### config.mk
export PLATFORM = sky130hd
export DESIGN_NAME = rca_pipe_addsub
export DESIGN_NICKNAME = d
export VERILOG_FILES = /design/src/rtl/rca_pkg.sv /design/src/rtl/rca_seg.sv /design/src/rtl/rca_pipe_addsub.sv
export SDC_FILE = /design/constraint.sdc
export NUM_CORES = 1
export LEC_CHECK = 0
export ABC_CLOCK_PERIOD_IN_PS = 4400
export CAP_MARGIN = 10
export CORE_MARGIN = 5
export CORE_UTILIZATION = 30
export CTS_CLUSTER_DIAMETER = 60
export DETAILED_ROUTE_END_ITERATION = 7
export GPL_ROUTABILITY_DRIVEN = 1
export PLACE_DENSITY_LB_ADDON = 0.05
export RECOVER_POWER = 100
export REMOVE_ABC_BUFFERS = 1
export SYNTH_ARGS = -nofsm -noshare
export SYNTH_HDL_FRONTEND = slang
export SYNTH_SLANG_ARGS = --single-unit
### constraint.sdc
create_clock -name clk -period 4.4 [get_ports clk]
set_input_delay 1.1 -clock clk [delete_from_list [all_inputs] [get_ports clk]]
set_output_delay 1.1 -clock clk [all_outputs]
set_load 0.01 [all_outputs]
### src/rtl/rca_pkg.sv
// rca_pkg: shared definitions for the pipelined ripple-carry adder/subtractor.
//   stages(width, seg) : number of pipeline stages, ceil(width/seg)
//   fa(a, b, ci)       : one full-adder cell, returns {carry_out, sum}
//   EXP_W, BIAS        : FP exponent width and bias used by the exponent path
package rca_pkg;

    localparam int EXP_W = 8;
    localparam int BIAS  = 127;

    // Number of SEG-bit stages needed to cover WIDTH bits (last may be narrower).
    function automatic int stages(input int width, input int seg);
        return (width + seg - 1) / seg;
    endfunction

    // Full-adder cell: {carry_out, sum}.
    function automatic logic [1:0] fa(input logic a, input logic b, input logic ci);
        return {(a & b) | (a & ci) | (b & ci), a ^ b ^ ci};
    endfunction

endpackage

### src/rtl/rca_seg.sv
// rca_seg: combinational W-bit ripple-carry chain of full-adder cells.
//   a, b      : segment operands
//   cin       : carry into bit 0
//   s         : segment sum
//   cout      : carry out of the top bit
//   c_msb_in  : carry into the top bit (used with cout for signed overflow)
module rca_seg
    import rca_pkg::*;
#(
    parameter int W = 4
) (
    input  logic [W-1:0] a,
    input  logic [W-1:0] b,
    input  logic         cin,
    output logic [W-1:0] s,
    output logic         cout,
    output logic         c_msb_in
);

    logic carry_s;
    logic cmsb_s;

    // Ripple the carry bit by bit, remembering the carry that enters the top bit.
    always_comb begin
        carry_s = cin;
        cmsb_s  = cin;
        s       = '0;
        for (int i = 0; i < W; i++) begin
            cmsb_s             = carry_s;
            {carry_s, s[i]}    = fa(a[i], b[i], carry_s);
        end
        cout     = carry_s;
        c_msb_in = cmsb_s;
    end

endmodule

### src/rtl/rca_pipe_addsub.sv
// rca_pipe_addsub: pipelined WIDTH-bit adder/subtractor, one SEG-bit ripple
// segment resolved per stage with the carry registered between stages.
//   clk, rst_n            : clock, synchronous active-low reset
//   in_valid / in_ready   : operand handshake (a, b, cin, sub)
//   sub                   : 0 -> s = a + b + cin, 1 -> s = a - b (cin ignored)
//   out_valid / out_ready : result handshake (s, cout, ovf)
//   cout                  : carry out of MSB (subtract: 1 means no borrow)
//   ovf                   : two's-complement overflow
// Latency STAGES cycles, throughput one beat per cycle, results in order.
module rca_pipe_addsub
    import rca_pkg::*;
#(
    parameter int WIDTH = 8,
    parameter int SEG   = 4
) (
    input  logic             clk,
    input  logic             rst_n,
    input  logic             in_valid,
    output logic             in_ready,
    input  logic [WIDTH-1:0] a,
    input  logic [WIDTH-1:0] b,
    input  logic             cin,
    input  logic             sub,
    output logic             out_valid,
    input  logic             out_ready,
    output logic [WIDTH-1:0] s,
    output logic             cout,
    output logic             ovf
);

    localparam int STAGES = stages(WIDTH, SEG);

    logic             advance_s;
    logic [WIDTH-1:0] bx_s;
    logic             c0_s;
    logic             ovf_d;
    logic             ovf_q;

    // One global advance: the whole pipe moves unless a result is stuck at the output.
    assign advance_s = !out_valid || out_ready;
    assign in_ready  = advance_s;

    // Subtraction as a + ~b + 1.
    assign bx_s = sub ? ~b : b;
    assign c0_s = sub ? 1'b1 : cin;

    genvar k;
    generate
        for (k = 0; k < STAGES; k++) begin : g_stg
            localparam int LO = k * SEG;
            localparam int HI = ((k + 1) * SEG > WIDTH) ? (WIDTH - 1) : ((k + 1) * SEG - 1);
            localparam int SW = HI - LO + 1;

            // Operand bits not yet consumed (skewed), carry/valid in, and sum so far.
            logic [WIDTH-1:LO] a_src_s;
            logic [WIDTH-1:LO] b_src_s;
            logic              cin_s;
            logic              v_d;
            logic              c_d;
            logic              c_msb_s;
            logic [SW-1:0]     seg_sum_s;
            logic [HI:0]       sum_d;
            logic [HI:0]       sum_q;
            logic              c_q;
            logic              v_q;

            if (k == 0) begin : g_head
                assign a_src_s = a;
                assign b_src_s = bx_s;
                assign cin_s   = c0_s;
                assign v_d     = in_valid;
                assign sum_d   = seg_sum_s;
            end else begin : g_body
                assign a_src_s = g_stg[k-1].g_skew.a_q;
                assign b_src_s = g_stg[k-1].g_skew.b_q;
                assign cin_s   = g_stg[k-1].c_q;
                assign v_d     = g_stg[k-1].v_q;
                // Lower sum segments ride along (deskew) so the beat exits whole.
                assign sum_d   = {seg_sum_s, g_stg[k-1].sum_q};
            end

            rca_seg #(.W(SW)) u_seg (
                .a        (a_src_s[HI:LO]),
                .b        (b_src_s[HI:LO]),
                .cin      (cin_s),
                .s        (seg_sum_s),
                .cout     (c_d),
                .c_msb_in (c_msb_s)
            );

            // Stage register: partial sum, segment carry and valid; hold on stall.
            always_ff @(posedge clk) begin
                if (!rst_n) begin
                    sum_q <= '0;
                    c_q   <= 1'b0;
                    v_q   <= 1'b0;
                end else if (advance_s) begin
                    sum_q <= sum_d;
                    c_q   <= c_d;
                    v_q   <= v_d;
                end
            end

            if (k < STAGES - 1) begin : g_skew
                logic [WIDTH-1:HI+1] a_q;
                logic [WIDTH-1:HI+1] b_q;

                // Skew register: carry the upper operand segments to the next stage.
                always_ff @(posedge clk) begin
                    if (!rst_n) begin
                        a_q <= '0;
                        b_q <= '0;
                    end else if (advance_s) begin
                        a_q <= a_src_s[WIDTH-1:HI+1];
                        b_q <= b_src_s[WIDTH-1:HI+1];
                    end
                end
            end
        end
    endgenerate

    // Overflow comes from the final segment's MSB carry-in versus carry-out.
    assign ovf_d = g_stg[STAGES-1].c_d ^ g_stg[STAGES-1].c_msb_s;

    // Overflow flag register, aligned with the final stage.
    always_ff @(posedge clk) begin
        if (!rst_n) begin
            ovf_q <= 1'b0;
        end else if (advance_s) begin
            ovf_q <= ovf_d;
        end
    end

    assign s         = g_stg[STAGES-1].sum_q;
    assign cout      = g_stg[STAGES-1].c_q;
    assign out_valid = g_stg[STAGES-1].v_q;
    assign ovf       = ovf_q;

endmodule

[After elaboration in Yosys (flattened, before gate mapping)]
Index checks and enable logic that the tools add are counted.
Word-level totals
  register bits after elaboration: 25
  output and inout bits: 12
  word-level logic and storage cells: 71
Cells by class
  muxes and demuxes: 2
  bitwise gates (word level): 58
  reduce and logical (&&, ||, !) cells: 2
Operators by type and width (number)
  1-bit bitwise AND: 24
  1-bit XOR: 17
  1-bit bitwise OR: 16
  8-bit two-way mux: 1
  8-bit NOT: 1
  1-bit logical NOT: 1
  1-bit logical OR: 1
  1-bit two-way mux: 1

[Logic depth before layout (Yosys ltp)]
Gate-level depths: netlist (run 1).
  word-level depth: 14
  depth in mapped cells: 10
  gate-level depth less buffers: 10

[Modules after synthesis]
From an unflattened synthesis (run 1), not the netlist that was laid out.
Second synthesis, totals
  cells, all modules: 141
  area, all modules: 1338.8 um^2
Modules (own cells, without submodules)
  rca_pipe_addsub: times used 1, cells each 113, area an instance 1103.6 um^2
  rca_seg: times used 2, cells each 14, area an instance 117.6 um^2

[Worst setup path before layout (run 1)]
OpenSTA, ideal clock, no wires.
  path kind: input port to flip-flop
  start point: input sub
  end point: register g_stg[0].sum_q[3]
  arrival: 3.042 ns
  required time: 4.282 ns
  setup slack: 1.239 ns
  stages on the path: 10
  buffers on the path: 1
  cells stage by stage: buf_2 -> xor2_1 -> fa_1 -> inv_1 -> fa_1 -> fa_1 -> inv_1 -> fa_1 -> nand2_1 -> a21boi_2
Between the ends
  longest elaborated chain between the ends: 11
  elaborated cells between the ends (all ways): 19
  those cells by class: mux (2); bitwise (17)
Ends and longest elaborated chain
  start: declaration: RTL line rca_pipe_addsub.sv:23  | input logic sub,
  8-bit two-way mux or 1-bit two-way mux (tied branches): RTL line rca_pipe_addsub.sv:44, rca_pipe_addsub.sv:45
  1-bit bitwise AND: RTL line rca_pkg.sv:17  | return {(a & b) | (a & ci) | (b & ci), a ^ b ^ ci};
  1-bit bitwise OR (2 in a row): RTL line rca_pkg.sv:17
  1-bit bitwise AND: RTL line rca_pkg.sv:17
  1-bit bitwise OR (2 in a row): RTL line rca_pkg.sv:17
  1-bit bitwise AND: RTL line rca_pkg.sv:17
  1-bit bitwise OR (2 in a row): RTL line rca_pkg.sv:17
  1-bit XOR (*): RTL line rca_pkg.sv:17
  named net g_stg[0].seg_sum_s[3]: RTL line rca_pipe_addsub.sv:61  | logic [SW-1:0] seg_sum_s;
  end signal: assignment: RTL line rca_pipe_addsub.sv:98  | sum_q <= sum_d;
  end: declaration: RTL line rca_pipe_addsub.sv:63  | logic [HI:0] sum_q;
The timed path passes the listed nets; every way through them passes the cells marked *.
A chain may end at the register's enable or synchronous reset.

[Final worst setup path (run 1)]
  start point: input out_ready
  end point: output in_ready
Between the ends
  longest elaborated chain between the ends: 1
Ends and longest elaborated chain
  start: declaration: RTL line rca_pipe_addsub.sv:25  | input logic out_ready,
  1-bit logical OR: RTL line rca_pipe_addsub.sv:40  | assign advance_s = !out_valid || out_ready;
  end: declaration: RTL line rca_pipe_addsub.sv:19  | output logic in_ready,
Every way passes these cells.

==> key figures, run 1 <==
Worst setup path
  • Critical path depth: 4
  • CP Launch Type: primary input
  • Worst path cell trace: clkdlybuf4s50_1, nor2b_4, inv_6, clkdlybuf4s50_1
  • Setup crit end kind: output port
  • Largest stage delay on the critical path: between 0.5 and 0.6 ns
  • Critical path's slowest cell: clkdlybuf4s50_1
  • Worst reg-to-reg path cell count: 9
  • CP delay by family, top: buffers and inverters
  • Worst path bufs/invs: 3
  • Crit path arrival time: 2.45 ns
  • CP max FO: 34
  • Critical path class: primary input to output port
  • Req. time, crit path: 3.30 ns
  • CP dominant cell by count: clkdlybuf4s50_1

Floorplan
  • Initial core utilization: 31.12%
  • Die Span X: ~75 um
  • Core area: a little over 0.004 mm2
  • Die Span Y: ~75 um
  • Site Rows: 23
  • Die area: 0.005572 mm2
  • Ports: 34

Synth
  • Top_reg_cell synth: dfxtp_1
  • Flops & latches, synth: 25
  • Compound-cell area share of the yosys netlist: around a fifth
  • Synth top cells by count: nand2_1 (34), dfxtp_1 (25), inv_1 (11)
  • Post-Syn Instances: 128
  • Register area share after synthesis: ~40%
  • Top cell type's share of synthesized area: ~40%
  • Largest family of logic cells by synthesized area: compound AO/OA/AOI/OAI gates
  • Synth top area cells: dfxtp_1 (40%), fa_1 (13%), nand2_1 (10%)
  • Distinct cell type count after synthesis: 20
  • YS warnings: 0
  • Post-Synth XOR/XNOR Area: 6.287%
  • Post-synthesis simple-gate area fraction: about an eighth
  • Number of flops mapped to enable cells by yosys: 0
  • Most frequent cell after synthesis: nand2_1
  • Mux cell area share after synthesis: 0%
  • Netlist Area Pre-Place: ~0.0013 mm2
  • Synth Area in Adders: 12.77%
  • Mapped Avg Cell Area: 9.795 um2
  • FFs w/ async S/R, synth: 0%
  • Area leader, netlist: dfxtp_1

Power and ir drop
  • Switching power: 0.1385 mW
  • Leakage: 0.7062 nW
  • Worst vdd ir: 0.1001 mV
  • Combinational Power Share: about 22%
  • Clk network pwr share: a little over a quarter
  • Share of power burned in registers: between 50% and 60%
  • Switch share: a little over a quarter
  • Pwr Total: 0.5166 mW
  • Pwr dens: roughly 320 mW/mm2
  • Cell internal pwr: ~0.38 mW

STA
  • FMAX: approximately 0.28 GHz
  • Setup Skew: 0.005188 ns
  • Min cycle time layout: about 3.6 ns
  • Final slew viol count: 0
  • Fin. Hold Viols: 0
  • Actual slew at the worst max-slew pin: ~0.80 ns
  • Slew HR: 46.59%
  • RSZ-0062 raised after global routing: false
  • Min Hold Slack: 0.4557 ns
  • Period utilisation layout: ~80%
  • Final setup viols: 0
  • TNS Setup: 0 ns

Routing
  • Post-DR wirelength/cell: between 10 and 15 um
  • ANT nets after route: 0
  • DR iter-0 viols: 31
  • DRT Pass-1 Iters: 4
  • Vias per inst: approximately 4.3
  • Routed WL: approximately 2.5 mm
  • Via count: 898
  • DR DRC count: 0

Placed design
  • Port bufs: 33
  • Dpl hpwl: 1.782 mm
  • Placer congestion estimate: 0.7830

Global routing
  • Total grt overflow: 0
  • Initial antenna violation count: 0
  • Total GRT Usage: under 10%
  • First-pass GRT wire length: roughly 4.2 mm
  • Pin count of the biggest net entering global routing: 35
  • Vias in the first global route: 870

Cells and area
  • Post-layout util: 40.06%
  • Share of cells above drive strength 1: approximately 6.9%
  • ANT cells: 0
  • Area grow syn2layout: 28.74%
  • Nets@finish: between 150 and 200
  • Layout fillers: 422

Clocking
  • Worst-skew pair later-pin latency: around 0.27 ns
  • CTS root buffer: clkbuf_8
  • Clk buf depth: 2
  • CTS tree: yes
  • Clock Sinks: 25
  • CTS Buf Count: 3
  • Post CTS Setup Buffer Count: 0
  • H-tree Lvls: 1
  • Clock Pin Slew Worst Setup and Hold Paths: ~0.090 ns
  • # hold bufs at CTS: 0
  • PostCTS Resize Cnt: 0

Min path
  • Hold Path Stages: 2
  • Hold WC Path Type: register to register

Job
  • Max_cap viols: 0

Outcome
  • Status: finished, final reports clean
==> cells in the final DEF (no fill, tap or decap), types with 3 or more instances in the layout <==
cell	count
nand2_1	34
dfxtp_1	25
clkdlybuf4s50_1	20
dlygate4sd3_1	13
a21boi_0	12
inv_1	11
fa_1	8
xnor2_1	7
o211a_1	5
o21ai_0	4
a21oi_1	4
clkbuf_8	3
==> metrics by stage <==
stage	cells	worst slack (ns)	instance area [um2]
floorplan	120	1.470	1187
global placement	205	0.7918	1595
detailed placement	205	0.6706	1595
CTS	209	0.8242	1644
global route	209	0.7686	1614
finish	209	0.8472	1614
==> final cells by class <==
cell class / instances / area [um2] / area share [%]
Inverter: 12 / 50.05 / 3.101
Tap cell: 50 / 62.56 / 3.876
Sequential cell: 25 / 500.5 / 31.01
Clock inverter: 1 / 7.507 / 0.4651
Multi-Input combinational cell: 83 / 606.8 / 37.60
Clock buffer: 3 / 41.29 / 2.558
Timing Repair Buffer: 35 / 345.3 / 21.40
==> state kept, by name, summed over array words and instances (netlist names) <==
name and flops:
s 8, g_stg.g_skew.a_q 4, g_stg.g_skew.b_q 4, g_stg.sum_q 4
cout 1, g_stg.c_q 1, g_stg.v_q 1, out_valid 1
ovf 1
==> power by group through the flow <==
stage / sequential (mW) / combinational, mW / clock [mW]
3_5_place_dp: 0.268 / 0.127 / 0
2_1_floorplan: 0.271 / 0.0629 / 0
4_1_cts: 0.262 / 0.128 / 0.148
5_1_grt: 0.265 / 0.134 / 0.155
3_3_place_gp: 0.267 / 0.127 / 0
6_report: 0.262 / 0.115 / 0.140
==> worst reg2reg max path: stages, from the launching register on <==
cell	delay (ns)
dfxtp_1	0.32
inv_1	0.07
fa_1	0.17
inv_1	0.05
fa_1	0.37
fa_1	0.43
inv_1	0.09
fa_1	0.41
nand2_1	0.07
o211a_1	0.14
==> cell families (layout without fill, tap and decap cells) <==
| group | count (synthesis) | after routing |
|---|---|---|
| xor gates and xnor gates | 9 | 9 |
| AOI/OAI and AO/OA | 28 | 28 |
| DFF | 25 | 25 |
| adders and majority gates | 8 | 8 |
| buffers and inverters | 20 | 51 |
| and+or+nand+nor | 38 | 38 |
==> metal layers <==
layer,vias up,track usage (%),wire length [um]
met4,0,2.964,20
li1,463,-,-
met2,24,13.17,1020
met5,-,0,0
met3,2,2.537,135
met1,409,14.71,1275
==> path summary, 6_finish.rpt <==
| kind | start | to | slack [ns] |
|---|---|---|---|
| hold / removal | ovf | ovf | 0.46 |
| hold reg to reg | ovf | ovf | 0.46 |
| setup / recovery | out_ready | in_ready | 0.85 |
| setup reg to reg | g_stg[0].c_q | s[7] | 2.24 |
No activity file was read; power rests on OpenSTA's default activity.
==> run 2: changes to the inputs <==
Settings changed: ABC_CLOCK_PERIOD_IN_PS 4400 to 3130.
Clock period 4.4 ns to 3.13 ns, I/O delays scaled along.
==> run 2 against run 1 <==
Clock power grew 39%; power grew 41%; sequential cell count is the same; final cell count grew 0.96%; die area is the same; critical path type is now primary input to register; global-route usage grew 0.73 points; utilization grew 0.19 points.
==> key figures, run 2 (same netlist as run 1, synthesis figures left out) <==
Clocking
  • CTS Buf Count: 3 (unchanged)
  • PostCTS Resize Cnt: 0 (unchanged)
  • CTS root buffer: clkbuf_8
  • CTS tree: yes
  • # hold bufs at CTS: 0 (unchanged)
  • Post CTS Setup Buffer Count: 0 (unchanged)
  • H-tree Lvls: 1 (unchanged)
  • Clock Sinks: 25 (unchanged)
  • Worst-skew pair later-pin latency: 0.27 ns (about the same)
  • Clk buf depth: 2 (unchanged)
  • Clock Pin Slew Worst Setup and Hold Paths: 0.10 ns (about the same)

STA
  • Period utilisation layout: 94.60%
  • Min cycle time layout: 2.961 ns
  • FMAX: roughly 0.34 GHz
  • Final setup viols: 0 (unchanged)
  • Slew HR: 50.34% (+3.8 points)
  • Final slew viol count: 0 (unchanged)
  • RSZ-0062 raised after global routing: false
  • Actual slew at the worst max-slew pin: 0.7449 ns (-0.05365 ns)
  • TNS Setup: 0 ns (unchanged)
  • Setup Skew: 0.01255 ns (+0.007364 ns)
  • Fin. Hold Viols: 0 (unchanged)
  • Min Hold Slack: 0.4566 ns (+0.0009100 ns)

Routing
  • DRT Pass-1 Iters: 4 (unchanged)
  • Via count: 896 (-0.22%)
  • DR iter-0 viols: 36 (+16%)
  • Vias per inst: 4.246 (-1.2%)
  • Post-DR wirelength/cell: 12.25 um (+4.5%)
  • DR DRC count: 0 (unchanged)
  • Routed WL: 2.585 mm (+5.5%)
  • ANT nets after route: 0 (unchanged)

Global routing
  • Initial antenna violation count: 0 (unchanged)
  • Total grt overflow: 0 (unchanged)
  • Pin count of the biggest net entering global routing: 34 (-2.9%)
  • Total GRT Usage: 10.37% (+0.73 points)
  • First-pass GRT wire length: 4.333 mm (+3.8%)
  • Vias in the first global route: 933 (+7.2%)

Cells and area
  • Area grow syn2layout: 29.34%
  • Most frequent cells in the layout: nand2_1 (34), dfxtp_1 (25), clkdlybuf4s50_1 (21), dlygate4sd3_1 (12)
  • Cell area after layout: 0.001622 mm2 (+0.47%)
  • Layout fillers: 444 (+5.2%)
  • Fin cells: 211 (+0.96%)
  • Share of cells above drive strength 1: 7.453% (+0.54 points)
  • Number of flip-flops in the largest register: 8 (unchanged)
  • Nets@finish: 192 (+1.1%)
  • Most common cell after layout, fill and taps aside: nand2_1
  • ANT cells: 0 (unchanged)

Power and ir drop
  • Switching power: 0.1953 mW (+41%)
  • Cell internal pwr: 0.5334 mW (+41%)
  • Share of power burned in registers: 50.5% (about the same)
  • Switch share: 26.81% (about the same)
  • Pwr dens: 449.4 mW/mm2 (+40%)
  • Clk network pwr share: 26.7% (-0.4 points)
  • Pwr Total: 0.7288 mW (+41%)
  • Worst vdd ir: 0.1777 mV (+77%)
  • Leakage: 0.7102 nW (+0.56%)
  • Combinational Power Share: 22.8% (+0.6 points)

Floorplan
  • Initial core utilization: 31.12% (unchanged)
  • Die area: 0.005572 mm2 (unchanged)
  • Die Span Y: 74.65 um (unchanged)
  • Site Rows: 23 (unchanged)
  • Ports: 34 (unchanged)
  • Die Span X: 74.65 um (unchanged)
  • Core area: 0.004029 mm2 (unchanged)

Worst setup path
  • Largest stage delay on the critical path: 0.52 ns (-0.07 ns)
  • CP Launch Type: primary input
  • Critical path class: primary input to register
  • CP delay by family, top: adder cells
  • Req. time, crit path: 3.29 ns (about the same)
  • Worst path cell trace: clkdlybuf4s50_1, xor2_1, fa_1, inv_1, fa_1, fa_1, inv_1, fa_1, nand2_1, a21boi_2
  • CP max FO: 3 (-91%)
  • CP dominant cell by count: fa_1
  • Worst path bufs/invs: 3 (unchanged)
  • Critical path's slowest cell: clkdlybuf4s50_1
  • Crit path arrival time: 3.12 ns (+0.67 ns)
  • Setup crit end kind: register

Placed design
  • Placer congestion estimate: 0.7745 (-1.1%)
  • Inst Count DP: 207 (+0.98%)
  • Port bufs: 33 (unchanged)
  • Placed cell areas: 0.001610 mm2 (+0.94%)
  • Dpl hpwl: 1.884 mm (+5.7%)

Job
  • Max_cap viols: 0 (unchanged)

Min path
  • Hold WC Path Type: register to register

Outcome
  • Status: finished, final reports clean
-- run 2: cell type report --
cell class,count,area (um2),share of cell area [%]
clock buffers,3,41.29,2.546
clock inverters,1,7.507,0.4630
multi-input cells,83,603.1,37.19
flip-flops and latches,25,500.5,30.86
inverters,12,50.05,3.086
repair buffers,37,356.6,21.99
well taps,50,62.56,3.858
-- run 2: worst paths after layout --
path                startpoint                 to  slack [ns]  cells after the start
hold reg to reg            ovf                ovf        0.46                      2
hold / removal             ovf                ovf        0.46                      2
setup / recovery           sub  g_stg[0].sum_q[3]        0.17                     10
setup reg to reg  g_stg[0].c_q               s[7]        0.99                      9
-- run 2: worst reg2reg max path: stages, from the launching register on --
cell,delay (ns)
dfxtp_1,0.32
inv_1,0.07
fa_1,0.16
inv_1,0.05
fa_1,0.37
fa_1,0.43
inv_1,0.09
fa_1,0.41
nand2_1,0.07
o211a_1,0.14
-- run 2: routing by layer --
| metal | part of all wire [%] | track usage, % | vias up |
|---|---|---|---|
| met1 | 49 | 14.13 | 400 |
| met2 | 43 | 15.80 | 24 |
| met4 | 1.6 | 4.150 | 0 |
| met3 | 6.0 | 2.537 | 4 |
| met5 | 0 | 0 | - |
| li1 | - | - | 468 |
-- run 2: power groups by stage --
stage	Clock (mW)	Combinational [mW]	Sequential [mW]
after global routing	0.219	0.188	0.373
final	0.195	0.166	0.368
after detailed placement	0	0.183	0.377
after global placement	0	0.180	0.375
after floorplan	0	0.0884	0.381
after CTS	0.206	0.184	0.370
-- run 2: through the flow --
stage	utilization [%]	worst slack [ns]
detailed placement	39.97	-0.1464
CTS	41.18	0.1537
global route	40.25	0.02313
global placement	39.97	-0.07152
floorplan	-	0.5176
finish	40.25	0.1690
